<file path="config.mk">
export PLATFORM = sky130hd
export DESIGN_NAME = call_button_panel
export DESIGN_NICKNAME = d
export VERILOG_FILES = /design/src/rtl/call_button_panel.sv
export SDC_FILE = /design/constraint.sdc
export NUM_CORES = 1
export LEC_CHECK = 0
export ABC_AREA = 1
export ABC_CLOCK_PERIOD_IN_PS = 2500
export CAP_MARGIN = 40
export CORE_MARGIN = 4
export CORE_UTILIZATION = 50
export DETAILED_ROUTE_END_ITERATION = 8
export GPL_TIMING_DRIVEN = 0
export PLACE_DENSITY = 0.86
export SYNTH_ARGS = -nofsm -noshare
export SYNTH_HDL_FRONTEND = slang
export SYNTH_SLANG_ARGS = --single-unit
</file>
<file path="constraint.sdc">
create_clock -name clk -period 2.5 [get_ports clk]
set_input_delay 0.375 -clock clk [delete_from_list [all_inputs] [get_ports clk]]
set_output_delay 0.375 -clock clk [all_outputs]
set_load 0.02 [all_outputs]
</file>
<file path="src/rtl/call_button_panel.sv">
// rtl/call_button_panel.sv - call button synchroniser, debouncer and lamp register
//
// Front end of the elevator controller. Raw hall/cab buttons are synchronised
// and debounced. Each accepted press latches a lamp and sends a one-cycle
// request pulse to the controller. A lamp clears once the car has dwelt at
// its floor.
//
// Ports:
//   clk            rising-edge clock
//   reset          synchronous, active-low reset
//   raw_buttons    asynchronous bouncy button levels, bit k = floor k+1
//   current_floor  floor reported by the controller, 1..FLOORS
//   going_up       controller status, not used by the datapath
//   going_down     controller status, not used by the datapath
//   busy           controller status, not used by the datapath
//   buttons        registered one-cycle request pulses
//   lamps          pending-call indicators
//   pending_count  popcount of lamps, registered with lamps
//
// Optional feature macro: CALL_REISSUE_EN. When defined, all lit lamps are
// re-pulsed on buttons every REISSUE_PERIOD cycles.
module call_button_panel #(
  parameter int FLOORS          = 5,
  parameter int DEBOUNCE_CYCLES = 4,
  parameter int DWELL_CYCLES    = 2,
  parameter int REISSUE_PERIOD  = 16
) (
  input  logic              clk,
  input  logic              reset,
  input  logic [FLOORS-1:0] raw_buttons,
  input  logic [2:0]        current_floor,
  input  logic              going_up,
  input  logic              going_down,
  input  logic              busy,
  output logic [FLOORS-1:0] buttons,
  output logic [FLOORS-1:0] lamps,
  output logic [2:0]        pending_count
);

  logic [FLOORS-1:0] sync1;
  logic [FLOORS-1:0] s;
  logic [FLOORS-1:0] st;
  logic [FLOORS-1:0] st_d;
  logic [3:0]        cnt [FLOORS];

  logic [2:0]        prev_floor;
  logic [2:0]        dwell_cnt;
  logic [2:0]        dwell_cnt_next;
  logic              dwell_ok;

  logic [FLOORS-1:0] rise;
  logic [FLOORS-1:0] serve;
  logic [FLOORS-1:0] pulse;
  logic [FLOORS-1:0] lamps_next;
  logic [2:0]        lamps_next_count;
  logic [FLOORS-1:0] reissue_vec;

  // Direction and busy flags are status only.
  logic unused_status;
  assign unused_status = going_up ^ going_down ^ busy;

  always_comb begin
    // dwell_cnt holds how many consecutive cycles the floor had been stable
    // up to the previous cycle; the next value includes the present cycle,
    // so a floor held for DWELL_CYCLES cycles is served on the edge that
    // ends the last of them.
    dwell_cnt_next = 3'd1;
    if (current_floor == prev_floor) begin
      dwell_cnt_next = (dwell_cnt == 3'(DWELL_CYCLES)) ? dwell_cnt : dwell_cnt + 3'd1;
    end
    dwell_ok = (dwell_cnt_next == 3'(DWELL_CYCLES));

    rise = st & ~st_d;

    // Out-of-range floors (0 or above FLOORS) match no bit.
    serve = '0;
    for (int k = 0; k < FLOORS; k++) begin
      serve[k] = dwell_ok && (current_floor == 3'(k + 1));
    end

    // A press at the served floor still pulses; serve wins on the lamp.
    pulse      = rise & (serve | ~lamps);
    lamps_next = (lamps | rise) & ~serve;

    lamps_next_count = '0;
    for (int k = 0; k < FLOORS; k++) begin
      lamps_next_count = lamps_next_count + 3'(lamps_next[k]);
    end
  end

`ifdef CALL_REISSUE_EN
  localparam int RW = (REISSUE_PERIOD > 1) ? $clog2(REISSUE_PERIOD) : 1;

  logic [RW-1:0] reissue_timer;
  logic          reissue_wrap;

  assign reissue_wrap = (reissue_timer == RW'(REISSUE_PERIOD - 1));
  assign reissue_vec  = reissue_wrap ? lamps : '0;

  always_ff @(posedge clk) begin
    if (!reset) begin
      reissue_timer <= '0;
    end else begin
      reissue_timer <= reissue_wrap ? '0 : reissue_timer + RW'(1);
    end
  end
`else
  localparam int unused_reissue_period = REISSUE_PERIOD;

  assign reissue_vec = '0;
`endif

  always_ff @(posedge clk) begin
    if (!reset) begin
      sync1         <= '0;
      s             <= '0;
      st            <= '0;
      st_d          <= '0;
      for (int k = 0; k < FLOORS; k++) begin
        cnt[k] <= '0;
      end
      prev_floor    <= '0;
      dwell_cnt     <= '0;
      buttons       <= '0;
      lamps         <= '0;
      pending_count <= '0;
    end else begin
      sync1 <= raw_buttons;
      s     <= sync1;
      st_d  <= st;

      // st only moves after DEBOUNCE_CYCLES consecutive differing samples.
      for (int k = 0; k < FLOORS; k++) begin
        if (s[k] == st[k]) begin
          cnt[k] <= '0;
        end else if (cnt[k] == 4'(DEBOUNCE_CYCLES - 1)) begin
          st[k]  <= s[k];
          cnt[k] <= '0;
        end else begin
          cnt[k] <= cnt[k] + 4'd1;
        end
      end

      prev_floor    <= current_floor;
      dwell_cnt     <= dwell_cnt_next;
      buttons       <= pulse | reissue_vec;
      lamps         <= lamps_next;
      pending_count <= lamps_next_count;
    end
  end

endmodule

</file>
== Yosys cells after proc, flatten, opt, wreduce, memory -nomap -nowiden ==
Memories as Yosys holds them, arrays and structs flattened.
Index checks and enable logic that the tools add are counted.

* Bits in registers: 39
* Memory bits (writable): 20
* Memories: 1

{| class="wikitable"
|+ Memories
! memory !! depth !! width !! rd ports !! clocked after memory_dff !! wr ports !! line !! text
|-
| cnt || 5 || 4 || 5 || 0 || 5 || 44 || <nowiki>logic [3:0] cnt [FLOORS];</nowiki>
|}

* Add/sub/neg operators: 10
* Equal/unequal tests: 18
* Mux-type cells: 73
* Bitwise gates (word level): 28
* Reduce and logical (&&, ||, !) cells: 10

{| class="wikitable"
|+ Operators by type and width
! kind !! count
|-
| 2-to-1 mux 4 bit || 15
|-
| 2-to-1 mux 1 bit || 56
|-
| adder 4 x 1 -> 4 bit, second input constant || 5
|-
| == test 4 x 2 -> 1 bit, second input constant || 5
|-
| AND 5 bit || 3
|-
| NOT 5 bit || 3
|-
| OR 1 bit || 15
|-
| == test 3 x 2 -> 1 bit, second input constant || 4
|-
| OR 5 bit || 2
|-
| AND reduction 2 bit || 5
|-
| adder 3 x 1 -> 3 bit || 2
|-
| == test 3 bit, second input constant || 2
|-
| 2-to-1 mux 3 bit || 2
|-
| == test 1 bit || 5
|-
| logical AND 1 bit || 5
|-
| NOT 1 bit || 5
|-
| adder 2 x 1 -> 3 bit || 1
|-
| adder 3 x 1 -> 3 bit, second input constant || 1
|-
| == test 3 x 1 -> 1 bit, second input constant || 1
|-
| == test 3 bit || 1
|-
| adder 1 x 1 -> 2 bit || 1
|}

== Logic depth before layout (Yosys ltp) ==
Gate-level depths: netlist (run 1).

* Depth in word-level cells: 11
* Depth in mapped cells: 14
* Gate-level depth less buffers: 14

== Worst setup path before layout (run 1) ==
OpenSTA, ideal clock, no wires.

* Path kind: flip-flop to flip-flop
* Start point: reg dwell_cnt[0]
* End point: reg pending_count[1]
* Arrival time: 2.330 ns
* Data required time: 2.390 ns
* Path slack: 0.061 ns
* Stages on the path, launching flop included: 15
* Buffers on the path: 0
* Period minus slack after synthesis: 2.439 ns
* Cells stage by stage: dfxtp_1 > inv_1 > ha_1 > nor2_1 > nand2_1 > nand2_1 > nor2_4 > nand3_2 > nand2_2 > fa_1 > inv_1 > fa_1 > ha_1 > nand2_1 > inv_1

* Cells in the longest elaborated chain, start to end: 11
* Elaborated cells between the ends (all ways): 16
* Classes of those cells: add/sub (5); eq/ne (2); mux (2); bitwise (2); reduce/logical (5)

{| class="wikitable"
|+ Ends and longest elaborated chain
! element !! line !! text
|-
| start: declaration || 47 || <nowiki>logic [2:0] dwell_cnt;</nowiki>
|-
| start signal: assignment || 145 || <nowiki>dwell_cnt <= dwell_cnt_next;</nowiki>
|-
| adder 3 x 1 -> 3 bit / == test 3 x 2 -> 1 bit (equally long branches) || 69 || <nowiki>dwell_cnt_next = (dwell_cnt == 3'(DWELL_CYCLES)) ? dwell_cnt : dwell_cnt + 3'd1;</nowiki>
|-
| 2-to-1 mux 3 bit * || 69 ||
|-
| 2-to-1 mux 3 bit * || 68 || <nowiki>if (current_floor == prev_floor) begin</nowiki>
|-
| == test 3 x 2 -> 1 bit * || 71 || <nowiki>dwell_ok = (dwell_cnt_next == 3'(DWELL_CYCLES));</nowiki>
|-
| logical AND 1 bit || 78 || <nowiki>serve[k] = dwell_ok && (current_floor == 3'(k + 1));</nowiki>
|-
| NOT 5 bit * || 83 || <nowiki>lamps_next = (lamps | rise) & ~serve;</nowiki>
|-
| AND 5 bit * || 83 ||
|-
| adder 1 x 1 -> 2 bit || 87 || <nowiki>lamps_next_count = lamps_next_count + 3'(lamps_next[k]);</nowiki>
|-
| adder 2 x 1 -> 3 bit || 87 ||
|-
| adder 3 x 1 -> 3 bit || 87 ||
|-
| adder 3 x 1 -> 3 bit * || 87 ||
|-
| via lamps_next_count[1] || 55 || <nowiki>logic [2:0] lamps_next_count;</nowiki>
|-
| end signal: assignment || 148 || <nowiki>pending_count <= lamps_next_count;</nowiki>
|-
| end: declaration || 37 || <nowiki>output logic [2:0] pending_count</nowiki>
|}

Mark *: on every way through the listed nets, which the timed path passes. The rest lies on a longest branch.
A chain may end at the register's enable or synchronous reset.

== Worst setup path in the final report (run 1) ==
Ends and elaborated chain as after synthesis.

==> results.json, run 1 <==
{
  "die_x_um": 78.9,
  "synth-seq-cells": 59,
  "design_area_um2": 3170,
  "utilization_pct": 66.2,
  "clkLatencyLatePin_ns": 0.34,
  "wirelength_um": 4390,
  "hp-class": "in2reg",
  "grt_max_degree": 11,
  "synthXorXnorAreaFrac_pct": 3.09,
  "synth_area_um2": 2510,
  "gp_congestion": 0.749,
  "synthAdderAreaFrac_pct": 5.58,
  "cpPeakStageDelay_ns": 0.55,
  "syn_avg_cell_area_um2": 9.10,
  "synthSimpleGateAreaFrac_pct": 20.8,
  "synth_commonest_cells": "inv_1, dfxtp_1, nand2_1",
  "synthTopCellsByArea": "dfxtp_1, edfxtp_1, inv_1, nand2_1, nor2_1",
  "rows": 25,
  "crit_buf_inv": 4,
  "critical_path.top_delay_family": "adder cells",
  "cp_max_fo": 5,
  "synth-seq-area-share_pct": 55.0,
  "holdPathStages": 3,
  "fmax_ghz": 0.407,
  "synth-edff-count": 20,
  "synth_top_area_cell": "dfxtp_1",
  "status": "completed",
  "worstSetupPathType": "reg2reg",
  "drc": 0,
  "antenna_found_initial": 0,
  "clock-sinks": 59,
  "finClkSkew_ns": 0.00984,
  "timing.final.ws_setup_ns": 0.0456,
  "grt_usage_pct": 16.6,
  "grt_pass1_vias": 1869,
  "endpoint_kind": "register",
  "p_total_mw": 1.98,
  "cp.arrival_ns": 2.73,
  "cts_tree": "yes",
  "crit_required_ns": 2.78,
  "synthDominantCellAreaShare_pct": 31.1,
  "dieArea_um2": 6220,
  "clockBufferDepth": 2,
  "synthCells": 276,
  "synth_top_family_by_area": "simple AND/OR/NAND/NOR gates",
  "slowest_stage": "fa_1",
  "port_buffers": 21,
  "p_leak_nw": 1.49,
  "rsz0062_at_grt": "yes",
  "detail_route.wl_per_cell_um": 10.8,
  "cts_buffers": 9,
  "cp-start-kind": "register",
  "synth_compound_area_share_pct": 6.68,
  "drv_cap": 0,
  "path_depth": 13,
  "nets": 357,
  "die_h_um": 78.9,
  "ys_async_sr_fraction_pct": 0,
  "cts_htree_levels": 3,
  "path_clk_slew_ns": 0.06,
  "place_area_um2": 2880,
  "start_util_pct": 52.5,
  "io_pins": 26,
  "synth_most_common_cell": "inv_1",
  "grt_overflow": 0,
  "drive_gt1_share_pct": 18.3,
  "diodes": 0,
  "reg2reg_depth": 13,
  "cts_hold_buf": 0,
  "path_cells": "inv_4, ha_4, inv_1, nand3_2, nor2_4, nand3_2, nand2_2, fa_1, inv_2, fa_2, ha_4, nand2_2, inv_2",
  "grt_pass1_wl_um": 7820,
  "dr.pass1.iters": 4,
  "ir_drop_uv": 524,
  "hold_violations": 0,
  "power.density_nw_per_um2": 626,
  "drtIter0Drc": 86,
  "synthDistinctLibCells": 26,
  "setup_violations": 0,
  "area_growth_syn_to_layout_pct": 26.3,
  "via_per_inst": 4.49,
  "vias": 1824,
  "fin_crit_ns": 2.45,
  "yosysWarnings": 0,
  "synth_mux_area_share_pct": 0,
  "core_region_area_um2": 4790,
  "preCtsSetupSlack_ns": -0.453,
  "hpwl_um": 3140,
  "slew_violations": 0,
  "period_share_pct": 98.2,
  "cts_root_buf": "clkbuf_8",
  "synthFlopType": "dfxtp_1",
  "final_antenna_net_count": 0
}
sequential cells by signal (all words and copies together) (netlist names):
register       cells
lamps              5
dwell_cnt          3
prev_floor         3
pending_count      3
cnt               20
st                 5
st_d               5
s                  5
sync1              5
buttons            5
per-stage QoR:
stage	cells	setup TNS [ns]	hold slack, ns
global placement	383	-1.03	0.393
finish	406	0	0.392
detailed placement	383	-1.12	0.408
floorplan	295	0	0.390
CTS	401	0	0.380
global route	406	-0.0444	0.389
worst paths after layout:
kind / from / endpoint / slack [ns]
worst min register to register: sync1[4] / s[4] / 0.42
worst max register to register: dwell_cnt[0] / pending_count[1] / 0.05
worst min-delay path: reset / buttons[0] / 0.39
worst max-delay path: dwell_cnt[0] / pending_count[1] / 0.05
cell families after synthesis:
| kind of cell | count (synthesis) |
|---|---|
| buffers and inverters | 58 |
| adder cells (fa/ha/maj) | 10 |
| XOR/XNOR | 8 |
| flip-flops | 59 |
| AND/OR/NAND/NOR | 110 |
| AO/OA/AOI/OAI | 30 |
| other | 1 |
cell type report:
cell class,instances,area [um^2]
flip-flops and latches,59,1390
repair buffers,28,259
plain buffers,4,16.3
clock buffers,14,163
well taps,67,83.8
clock inverters,2,10.0
inverters,54,205
fillers,384,1620
multi-input cells,178,1040
metal layers:
metal	wire [um]	GRT usage, %
met1	1850	18.6
met2	2290	28.4
met3	135	3.85
met4	116	10.3
met5	0	0
worst reg2reg max path, delay by kind of cell, from the launching register on:
kind / cells / cell delay (ns)
adders and majority gates: 4 / 1.49
DFF: 1 / 0.38
buffers and inverters: 4 / 0.18
and+or+nand+nor: 5 / 0.35
layout by cell type (no fill, tap or decap), types with 3 or more instances in the layout:
cell type,netlist,final
ha_4,0,3
inv_2,2,5
ha_1,8,5
o21ai_0,8,8
nand2_2,5,9
nor2_2,5,5
xor2_1,5,5
nand3_2,5,6
nor2_1,32,31
clkdlybuf4s50_1,0,18
dfxtp_1,39,37
buf_4,0,7
inv_1,52,48
nor2_4,2,3
edfxtp_1,20,20
nand3_1,13,12
a21o_1,5,5
or2_2,5,5
clkbuf_8,0,11
a21oi_1,15,15
nand2_1,37,33
nor3_1,5,5
conb_1,1,20
clkbuf_1,3,6
dlygate4sd2_1,0,3
where the power goes:
| part | total (mW) | leakage, nW | switching, mW | internal, mW |
|---|---|---|---|---|
| clock network | 0.754 | 0.0905 | 0.343 | 0.411 |
| registers | 1.05 | 0.526 | 0.0246 | 1.03 |
| logic | 0.175 | 0.877 | 0.101 | 0.0749 |
| total | 1.98 | 1.49 | 0.468 | 1.52 |
repair_timing:
action	in CTS	in global routing
setup buffers	2	5
endpoints found under the setup margin	2	3
gates resized for setup	9	16
pin swaps	3	12
Note: power is estimated with default switching activity, not from simulation.
==> run 2, diff against run 1 <==
CORE_ASPECT_RATIO = 1.2   (was unset)
==> run 2 against run 1 <==
  * Sequential share of layout area is 0.35 points higher
  * Highest routed layer unchanged
  * Cell count is 1.5% lower
  * Wire length is 1.5% higher
==> results.json, run 2 (synthesis gave the netlist of run 1 again) <==
{
  "crit_top_cell": "nand2_2",
  "design_area_um2": 3150,
  "area_growth_syn_to_layout_pct": 25.3,
  "rows": 28,
  "cts_htree_levels": 3,
  "cts_tree": "yes",
  "path_depth": 14,
  "crit_buf_inv": 3,
  "slew_headroom_pct": 63.3,
  "clockBufferDepth": 2,
  "path_cells": "inv_4, ha_4, nor2_2, nand2_1, nand2_2, nor2_4, nand3_2, nand2_2, fa_1, inv_2, fa_2, ha_4, nand2_2, inv_2",
  "ir_drop_uv": 610,
  "met2_usage_pct": 28.2,
  "gp_congestion": 0.736,
  "slowest_stage": "fa_1",
  "grtUsageMet1_pct": 17.2,
  "crit_required_ns": 2.79,
  "min_from": "reset",
  "setup_violations": 0,
  "clkLatencyLatePin_ns": 0.34,
  "final_antenna_net_count": 0,
  "antenna_found_initial": 0,
  "fmax_ghz": 0.410,
  "start_util_pct": 51.2,
  "final_common_cell": "inv_1",
  "grt_pass1_vias": 1783,
  "detail_route.wl_per_cell_um": 11.1,
  "p_total_mw": 1.94,
  "die_x_um": 72.7,
  "status": "completed",
  "nets": 358,
  "drive_gt1_share_pct": 17.9,
  "finClkSkew_ns": 0.00744,
  "hp-class": "in2reg",
  "cp.arrival_ns": 2.73,
  "period_share_pct": 97.5,
  "reg2reg_depth": 14,
  "grt_max_degree": 11,
  "hold_violations": 0,
  "slew_violations": 0,
  "drv_cap": 0,
  "hpwl_um": 3130,
  "mostFrequentLayoutCells": "inv_1, dfxtp_1, nand2_1",
  "busiest_layer": "met2",
  "via_per_inst": 4.62,
  "largest_register": "cnt",
  "critical_path.top_delay_family": "adder cells",
  "die_h_um": 85.6,
  "r2r_end": "pending_count[1]",
  "cp-startpoint": "dwell_cnt[0]",
  "rsz0062_at_grt": "yes",
  "drc": 0,
  "drtIter0Drc": 129,
  "path_clk_slew_ns": 0.06,
  "place_area_um2": 2870,
  "timing.rr.start": "dwell_cnt[0]",
  "dr.pass1.iters": 4,
  "p_leak_nw": 1.49,
  "power.density_nw_per_um2": 617,
  "ff2ff_setup_slack_ns": 0.06,
  "cp_max_fo": 4,
  "clock-sinks": 59,
  "fin_crit_ns": 2.44,
  "cp-start-kind": "register",
  "place_inst": 376,
  "grt_usage_pct": 16.4,
  "cts_root_buf": "clkbuf_8",
  "dieArea_um2": 6220,
  "cts_buffers": 9,
  "instances_no_fill": 400,
  "worstMarginPinSlew_ns": 0.550,
  "grt_overflow": 0,
  "io_pins": 26,
  "wirelength_um": 4450,
  "vias": 1848,
  "grt_pass1_wl_um": 7580,
  "core_region_area_um2": 4900,
  "diodes": 0,
  "gr-usage-met3_pct": 6.33,
  "cpPeakStageDelay_ns": 0.56,
  "port_buffers": 21,
  "endpoint_kind": "register",
  "worstSetupPathType": "reg2reg",
  "crit_end": "pending_count[1]",
  "largest_reg_flops": 20
}
run 2: tightest hold or removal path, delay by kind of cell:
kind	cells	cell delay (ns)
buf+inv	1	0.15
simple gates	1	0.09
compound gates	1	0.04
run 2: power by group:
| part | leakage, nW | switching (mW) | internal [mW] | total, mW |
|---|---|---|---|---|
| registers | 0.526 | 0.0247 | 1.03 | 1.05 |
| logic | 0.882 | 0.103 | 0.0779 | 0.181 |
| clock network | 0.0812 | 0.351 | 0.355 | 0.706 |
| total | 1.49 | 0.478 | 1.46 | 1.94 |
run 2: how the worst min path moves through the flow:
| stage | endpoint | slack [ns] | cells past startpoint |
|---|---|---|---|
| floorplan | s[0] | 0.39 | 2 |
| global placement | s[1] | 0.40 | 2 |
| detailed placement | s[0] | 0.41 | 2 |
| CTS | buttons[0] | 0.36 | 3 |
| global route | buttons[0] | 0.37 | 3 |
| finish | buttons[0] | 0.37 | 3 |
run 2: routing by layer:
metal	share of wire [%]	vias up
li1	-	961
met1	41	837
met2	51	34
met3	4.5	16
met4	2.6	0
met5	0	-
run 2: cell type report:
cell class                 count  area [um^2]
fill                         392         1760
timing repair buffer          29          267
multi-input combinational    178         1040
clock inverter                 3         15.0
buffer                         4         16.3
inverter                      54          205
clock buffer                  13          139
sequential                    59         1390
tap                           60         75.1
run 2: stage by stage:
step / hold slack (ns) / TNS, ns / utilization (%) / setup slack, ns
2_1_floorplan: 0.390 / 0 / - / 0.0606
3_3_place_gp: 0.397 / -1.01 / 58.5 / -0.423
3_5_place_dp: 0.408 / -1.13 / 58.5 / -0.453
4_1_cts: 0.360 / 0 / 62.4 / 0.00742
5_1_grt: 0.370 / -0.0823 / 64.1 / -0.0803
6_report: 0.372 / 0 / 64.1 / 0.0622
run 2: timing repair:
item / in CTS / in global routing
gates resized for setup: 8 / 15
endpoints found under the setup margin: 2 / 3
endpoints found under the hold margin: 0 / 0
setup buffers: 4 / 4
pin swaps: 6 / 11
hold buffers: 0 / 0
==> run 3, diff against run 2 <==
CTS_CLUSTER_DIAMETER = 100   (was unset)
HOLD_SLACK_MARGIN = 0.02   (was unset)
==> results of run 3 <==
The final DEF is identical to that of run 2; final timing and power are the same.
